File: src/rtl/issue_picker_pkg.sv
// ============================================================================
// Module      : issue_picker_pkg
// Description : Issue-window geometry, ROB tag width and pipe one-hot layout
//               shared by the issue queue and the issue picker.
// Revision    : 1.0 - initial release
// ============================================================================
`default_nettype none

package issue_picker_pkg;

  localparam int c_WIN_N     = 4;
  localparam int c_ROB_TAG_W = 4;
  localparam int c_PIPE_N    = 4;

  // Bit positions inside the one-hot pipe vector {bru,mem,mul,alu}
  localparam int c_PIPE_ALU  = 0;
  localparam int c_PIPE_MUL  = 1;
  localparam int c_PIPE_MEM  = 2;
  localparam int c_PIPE_BRU  = 3;

  typedef logic [c_PIPE_N-1:0]    pipe_t;
  typedef logic [c_ROB_TAG_W-1:0] rob_tag_t;

endpackage

`default_nettype wire

File: src/rtl/pick_lowest4.sv
// ============================================================================
// Module      : pick_lowest4
// Description : 4-bit priority encoder returning the lowest set bit one-hot.
// Revision    : 1.0 - initial release
// ============================================================================
`default_nettype none

module pick_lowest4 (
  input  logic [3:0] req,
  output logic [3:0] gnt
);

  // Two's-complement trick isolates the least significant set bit.
  assign gnt = req & (~req + 4'd1);

endmodule

`default_nettype wire

File: src/rtl/issue_picker.sv
// ============================================================================
// Module      : issue_picker
// Description : Picks the oldest eligible window entry into a one-deep issue
//               slot, honouring in-order mem/bru and multiplier occupancy.
// Revision    : 1.0 - initial release
// ============================================================================
`default_nettype none

module issue_picker
  import issue_picker_pkg::*;
#(
  parameter int PAYLOAD_W = 160,
  parameter int MUL_BUSY  = 3
) (
  input  logic                           clk,
  input  logic                           resetn,
  input  logic                           bco_valid,
  input  logic [c_WIN_N-1:0]             win_valid,
  input  logic [c_WIN_N-1:0]             win_src0_rdy,
  input  logic [c_WIN_N-1:0]             win_src1_rdy,
  input  logic [c_WIN_N-1:0]             win_pipe_alu,
  input  logic [c_WIN_N-1:0]             win_pipe_mul,
  input  logic [c_WIN_N-1:0]             win_pipe_mem,
  input  logic [c_WIN_N-1:0]             win_pipe_bru,
  input  logic [c_WIN_N*c_ROB_TAG_W-1:0] win_dst_rob,
  input  logic [c_WIN_N*PAYLOAD_W-1:0]   win_payload,
  output logic [c_WIN_N-1:0]             wed,
  output logic                           iss_valid,
  output logic [c_PIPE_N-1:0]            iss_pipe,
  output logic [c_ROB_TAG_W-1:0]         iss_dst_rob,
  output logic [PAYLOAD_W-1:0]           iss_payload,
  input  logic                           iss_ready
);

  localparam int                c_CNT_W    = $clog2(MUL_BUSY + 1);
  localparam logic [c_CNT_W-1:0] c_MUL_LOAD = c_CNT_W'(MUL_BUSY);
  localparam logic [c_CNT_W-1:0] c_CNT_ONE  = c_CNT_W'(1);

  logic [c_CNT_W-1:0]     r_mul_cnt;
  logic [c_WIN_N-1:0]     w_mem_oldest;
  logic [c_WIN_N-1:0]     w_bru_oldest;
  logic [c_WIN_N-1:0]     w_permit;
  logic [c_WIN_N-1:0]     w_elig;
  logic [c_WIN_N-1:0]     w_pick;
  logic                   w_fire;
  logic                   w_slot_free;
  logic                   w_mul_picked;
  pipe_t                  w_sel_pipe;
  rob_tag_t               w_sel_dst;
  logic [PAYLOAD_W-1:0]   w_sel_payload;

  pick_lowest4 u_mem_oldest (
    .req (win_valid & win_pipe_mem),
    .gnt (w_mem_oldest)
  );

  pick_lowest4 u_bru_oldest (
    .req (win_valid & win_pipe_bru),
    .gnt (w_bru_oldest)
  );

  assign w_permit = win_pipe_alu
                  | (win_pipe_mul & {c_WIN_N{r_mul_cnt == '0}})
                  | (win_pipe_mem & w_mem_oldest)
                  | (win_pipe_bru & w_bru_oldest);

  // Reset and flush are folded in here so wed is quiet in both cases.
  assign w_elig = win_valid & win_src0_rdy & win_src1_rdy & w_permit
                & {c_WIN_N{~bco_valid & resetn}};

  pick_lowest4 u_elig_pick (
    .req (w_elig),
    .gnt (w_pick)
  );

  assign w_fire       = iss_valid & iss_ready;
  assign w_slot_free  = ~iss_valid | w_fire;
  assign wed          = w_slot_free ? w_pick : '0;
  assign w_mul_picked = |(wed & win_pipe_mul);

  always_comb begin
    w_sel_pipe    = '0;
    w_sel_dst     = '0;
    w_sel_payload = '0;
    for (int i = 0; i < c_WIN_N; i++) begin
      if (w_pick[i]) begin
        w_sel_pipe[c_PIPE_ALU] = win_pipe_alu[i];
        w_sel_pipe[c_PIPE_MUL] = win_pipe_mul[i];
        w_sel_pipe[c_PIPE_MEM] = win_pipe_mem[i];
        w_sel_pipe[c_PIPE_BRU] = win_pipe_bru[i];
        w_sel_dst              = win_dst_rob[i*c_ROB_TAG_W +: c_ROB_TAG_W];
        w_sel_payload          = win_payload[i*PAYLOAD_W +: PAYLOAD_W];
      end
    end
  end

  // Counter keeps running through a flush: the multiplier is still busy.
  always_ff @(posedge clk) begin
    if (!resetn) begin
      r_mul_cnt <= '0;
    end else if (w_mul_picked) begin
      r_mul_cnt <= c_MUL_LOAD;
    end else if (r_mul_cnt != '0) begin
      r_mul_cnt <= r_mul_cnt - c_CNT_ONE;
    end
  end

  always_ff @(posedge clk) begin
    if (!resetn) begin
      iss_valid   <= 1'b0;
      iss_pipe    <= '0;
      iss_dst_rob <= '0;
    end else if (bco_valid) begin
      iss_valid   <= 1'b0;
    end else if (|wed) begin
      iss_valid   <= 1'b1;
      iss_pipe    <= w_sel_pipe;
      iss_dst_rob <= w_sel_dst;
    end else if (w_fire) begin
      iss_valid   <= 1'b0;
    end
  end

  always_ff @(posedge clk) begin
    if (|wed) begin
      iss_payload <= w_sel_payload;
    end
  end

endmodule

`default_nettype wire

File: config.mk
export PLATFORM = sky130hd
export DESIGN_NAME = issue_picker
export DESIGN_NICKNAME = d
export VERILOG_FILES = /design/src/rtl/issue_picker_pkg.sv /design/src/rtl/pick_lowest4.sv /design/src/rtl/issue_picker.sv
export SDC_FILE = /design/constraint.sdc
export NUM_CORES = 1
export LEC_CHECK = 0
export BUFFER_PORTS_ARGS = -buffer_cell sky130_fd_sc_hd__buf_2
export CORE_AREA = 3 3 335 337
export DETAILED_ROUTE_END_ITERATION = 10
export DIE_AREA = 0 0 338 340
export GPL_ROUTABILITY_DRIVEN = 0
export SYNTH_ARGS = -nofsm -noshare
export SYNTH_HDL_FRONTEND = slang
export SYNTH_HIERARCHICAL = 1
export SYNTH_SLANG_ARGS = --single-unit
File: constraint.sdc
create_clock -name clk -period 20.9 [get_ports clk]
set_input_delay 5.225 -clock clk [delete_from_list [all_inputs] [get_ports clk]]
set_output_delay 5.225 -clock clk [all_outputs]
set_load 0.005 [all_outputs]
==> out/qor.csv <==
stage,metric,value,unit
critical_path,Slowest Stage Delay on Critical Path,0.40,ns
cells_and_area,Final nets,2508,
clocking,clk_lat worst skew,0.50,ns
critical_path,Crit path required time,15.67,ns
yosys,top post-synthesis cells by area,"edfxtp_1 (40%), a221oi_2 (14%), o31ai_2 (11%), nor2b_1 (8.9%), nand2_1 (5.0%)",
critical_path,RR Startpoint,r_mul_cnt[0],
critical_path,CP Cell Sequence,buf_2 > and2_1 > nor3b_1 > a22oi_1 > a21oi_1 > nor3b_2 > buf_4 > nor2b_1 > buf_2,
floorplanning,Starting Density,0.1090,
critical_path,Critical-path top delay cell,a21oi_1,
yosys,sequential share of the synthesized area,0.4222,
hold_path,Min-Delay Path Class,reg -> reg,
cells_and_area,Multi-input gate area,6121,µm²
power,P_sw,265.9,µW
clocking,clock sinks,171,
place,Port Buf Inserts,860,
critical_path,CP bufs+invs,3,
power,clock network fraction of total power,0.375,
critical_path,"critical path fanouts, max",28,
clocking,setup bufs post-CTS,0,
hold_path,Hold Path End,iss_pipe[1],
floorplanning,die area,114900,µm²
power,PD cells,49.91,nW/µm²
power,Internal,640.3,µW
sta,RSZ-0062 raised after global routing,no,
power,Pleak,7.112,nW
routing,Avg WL per Cell,24.12,µm
critical_path,reg-to-reg endpoint,iss_payload[7],
hold_path,Hold Path Depth,2,
yosys,largest area contributor in the netlist,edfxtp_1,
clocking,Worst-path clk slew,0.08,ns
cells_and_area,Synth-to-Final Area Change,52.57,%
cells_and_area,layout cell share with drive strength beyond 1,0.6146,
yosys,top-area cell type share of the netlist area,0.4037,
critical_path,kind of cell adding the most delay to the critical path,simple AND/OR/NAND/NOR gates,
place,dpl hpwl,67.51,mm
floorplanning,die height,340,µm
critical_path,startpoint types,primary input,
sta,Rel. slew slack,0.3126,
routing,DRT iter0 DRCs,850,
sta,clock skew,0.01731,ns
yosys,#FFs+latches synth,171,
cells_and_area,Finished Layout Cells,3328,
critical_path,R2R cell count,9,
critical_path,WS Path Type,in -> out,
power,sw frac,0.2935,
sta,Max Slew Vio Count,0,
power,maximum vdd drop,0.00004498,V
clocking,H-tree depth,4,
critical_path,Crit path top cell by count,buf_2,
yosys,"Warnings, synthesis",6,
routing,Routed Antenna Nets,0,
clocking,Longest Clk Path Bufs,2,
routing,drt pass-1 iters,6,
sta,Hold Slack,0.4606,ns
sta,Achievable Freq,78.85,MHz
hold_path,Hold Crit Start,iss_pipe[1],
yosys,Post-Syn Area,11900,µm²
routing,Detailed Route WL,80.28,mm
floorplanning,# rows,121,
grt,largest net degree at the start of global routing,148,
clocking,post-CTS sizing,0,
clocking,CTS tree,yes,
routing,Via density,3.852,
routing,DR vias,12820,
critical_path,register-to-register setup slack,16.14,ns
clocking,total CTS buffers,17,
routing,Residual DRC,0,
yosys,"Distinct cells, synth",32,
yosys,syn_area_per_cell,11.41,µm²
yosys,Post-Syn Instances,1043,
sta,Hold Fails Final Rpt,0,
power,sequential share of power,0.439,
critical_path,arrival time worst endpoint,7.46,ns
grt,initial antenna violation count,90,
place,pre-CTS setup slack,8.273,ns
floorplanning,Core Region,109200,µm²
sta,final setup TNS,0,ns
sta,setup violators final,0,
cells_and_area,FF/Latch Area,5025,µm²
grt,gr usage total,0.1337,
flow_run,Max-cap violations,0,
sta,Setup WS post-layout,8.218,ns
status,status,completed,
cells_and_area,fillers,12310,
grt,first-pass GRT wire length,103.5,mm
floorplanning,Ports,861,
place,Placed Instances,3276,
critical_path,crit path capture type,output pin,
power,Power Total,906.2,µW
power,Comb power frac,0.186,
sta,fin crit period,12.68,ns
clocking,CTS root buf,clkbuf_16,
sta,worst slew pin tran,1.031,ns
yosys,Mapped Nets,1732,
sta,Final period util,0.6068,
floorplanning,Die W,338,µm
grt,GRT Residual Overflow,0,
clocking,"Hold-fix buffers, CTS",0,
grt,vias in the first global route,12380,
## registers in the layout, summed over array words and instances (netlist names)
signal       cells
iss_valid        1
iss_pipe         4
iss_payload    160
iss_dst_rob      4
r_mul_cnt        2
## power by group through the flow
stage / registers (mW) / logic (mW) / clock network [mW]
2_1_floorplan: 0.410 / 0.0582 / 0
5_1_grt: 0.399 / 0.184 / 0.372
6_report: 0.397 / 0.169 / 0.340
3_5_place_dp: 0.405 / 0.170 / 0
4_1_cts: 0.398 / 0.171 / 0.368
3_3_place_gp: 0.405 / 0.168 / 0
## stage by stage
step | area [µm²] | utilization
after floorplan | 11900 | -
after global placement | 17540 | 0.1607
after detailed placement | 17540 | 0.1607
after CTS | 18110 | 0.1659
after global routing | 18120 | 0.1660
final | 18160 | 0.1663
## tightest hold or removal path, cell delays in order, from the launching register on
cell and delay [ns]:
dfxtp_1 0.31, inv_1 0.06, a221oi_2 0.05
## synth_stat cells (all sizes together)
library cell	instances
a221o	8
or3	1
a2111oi	8
nand4	4
a21oi	17
buf	67
o21a	3
a22oi	6
inv	19
dfxtp	11
and2	8
nor4	1
nor3b	3
nor2	1
nor2b	170
ha	1
nand2	160
nor4b	3
nand3b	8
edfxtp	160
a221oi	168
clkbuf	54
xnor2	1
o31ai	160
mux2i	1
## metal layers
layer,vias up,track usage,wire [µm]
li1,5692,-,-
met1,6062,0.1585,31130
met5,-,0,233
met3,185,0.05682,9478
met2,843,0.2197,37170
met4,38,0.03705,2273
## cell usage in the layout (no fill, tap or decap), types with 3 or more instances in the layout
| cell | n |
|---|---|
| a2111oi_0 | 8 |
| a21oi_1 | 16 |
| a221o_1 | 8 |
| a221oi_1 | 60 |
| a221oi_2 | 108 |
| a22oi_1 | 6 |
| and2_1 | 8 |
| buf_12 | 3 |
| buf_2 | 860 |
| buf_4 | 15 |
| clkbuf_16 | 17 |
| clkinvlp_4 | 4 |
| dfxtp_1 | 11 |
| diode_2 | 20 |
| edfxtp_1 | 160 |
| inv_1 | 19 |
| inv_6 | 3 |
| nand2_1 | 160 |
| nand3b_1 | 8 |
| nand4_1 | 4 |
| nor2b_1 | 168 |
| o21a_1 | 3 |
| o31ai_1 | 60 |
| o31ai_2 | 100 |
## layout make-up
type                    count  share of cell area
clock buffers              17             0.02343
flip-flops and latches    171              0.2768
inverters                  19            0.003928
clock inverters            15            0.007718
diodes                     20            0.002757
multi-input cells         732              0.3371
well taps                1476              0.1017
repair buffers            878              0.2466
## worst max-delay path by stage
stage / start / end / cells past startpoint / slack (ns)
after floorplan: win_valid[0] / iss_payload[0] / 8 / 7.20
after detailed placement: win_valid[0] / wed[2] / 9 / 8.27
after global placement: win_valid[0] / wed[2] / 9 / 8.32
after global routing: win_valid[0] / wed[2] / 9 / 8.11
after CTS: win_valid[0] / wed[2] / 9 / 8.26
final: win_valid[0] / wed[2] / 9 / 8.22
## cells by family (layout without fill, tap and decap cells)
kind of cell | Yosys count | in the layout | synth area share
compound gates | 370 | 370 | 0.3489
simple gates | 359 | 359 | 0.1597
buf+inv | 140 | 929 | 0.06655
fa+ha+maj | 1 | 1 | 0.001051
mux | 1 | 1 | 0.0008412
flops | 171 | 171 | 0.4222
xor+xnor | 1 | 1 | 0.0007361
other cells | 0 | 20 | 0
No activity file was read; power rests on OpenSTA's default activity.
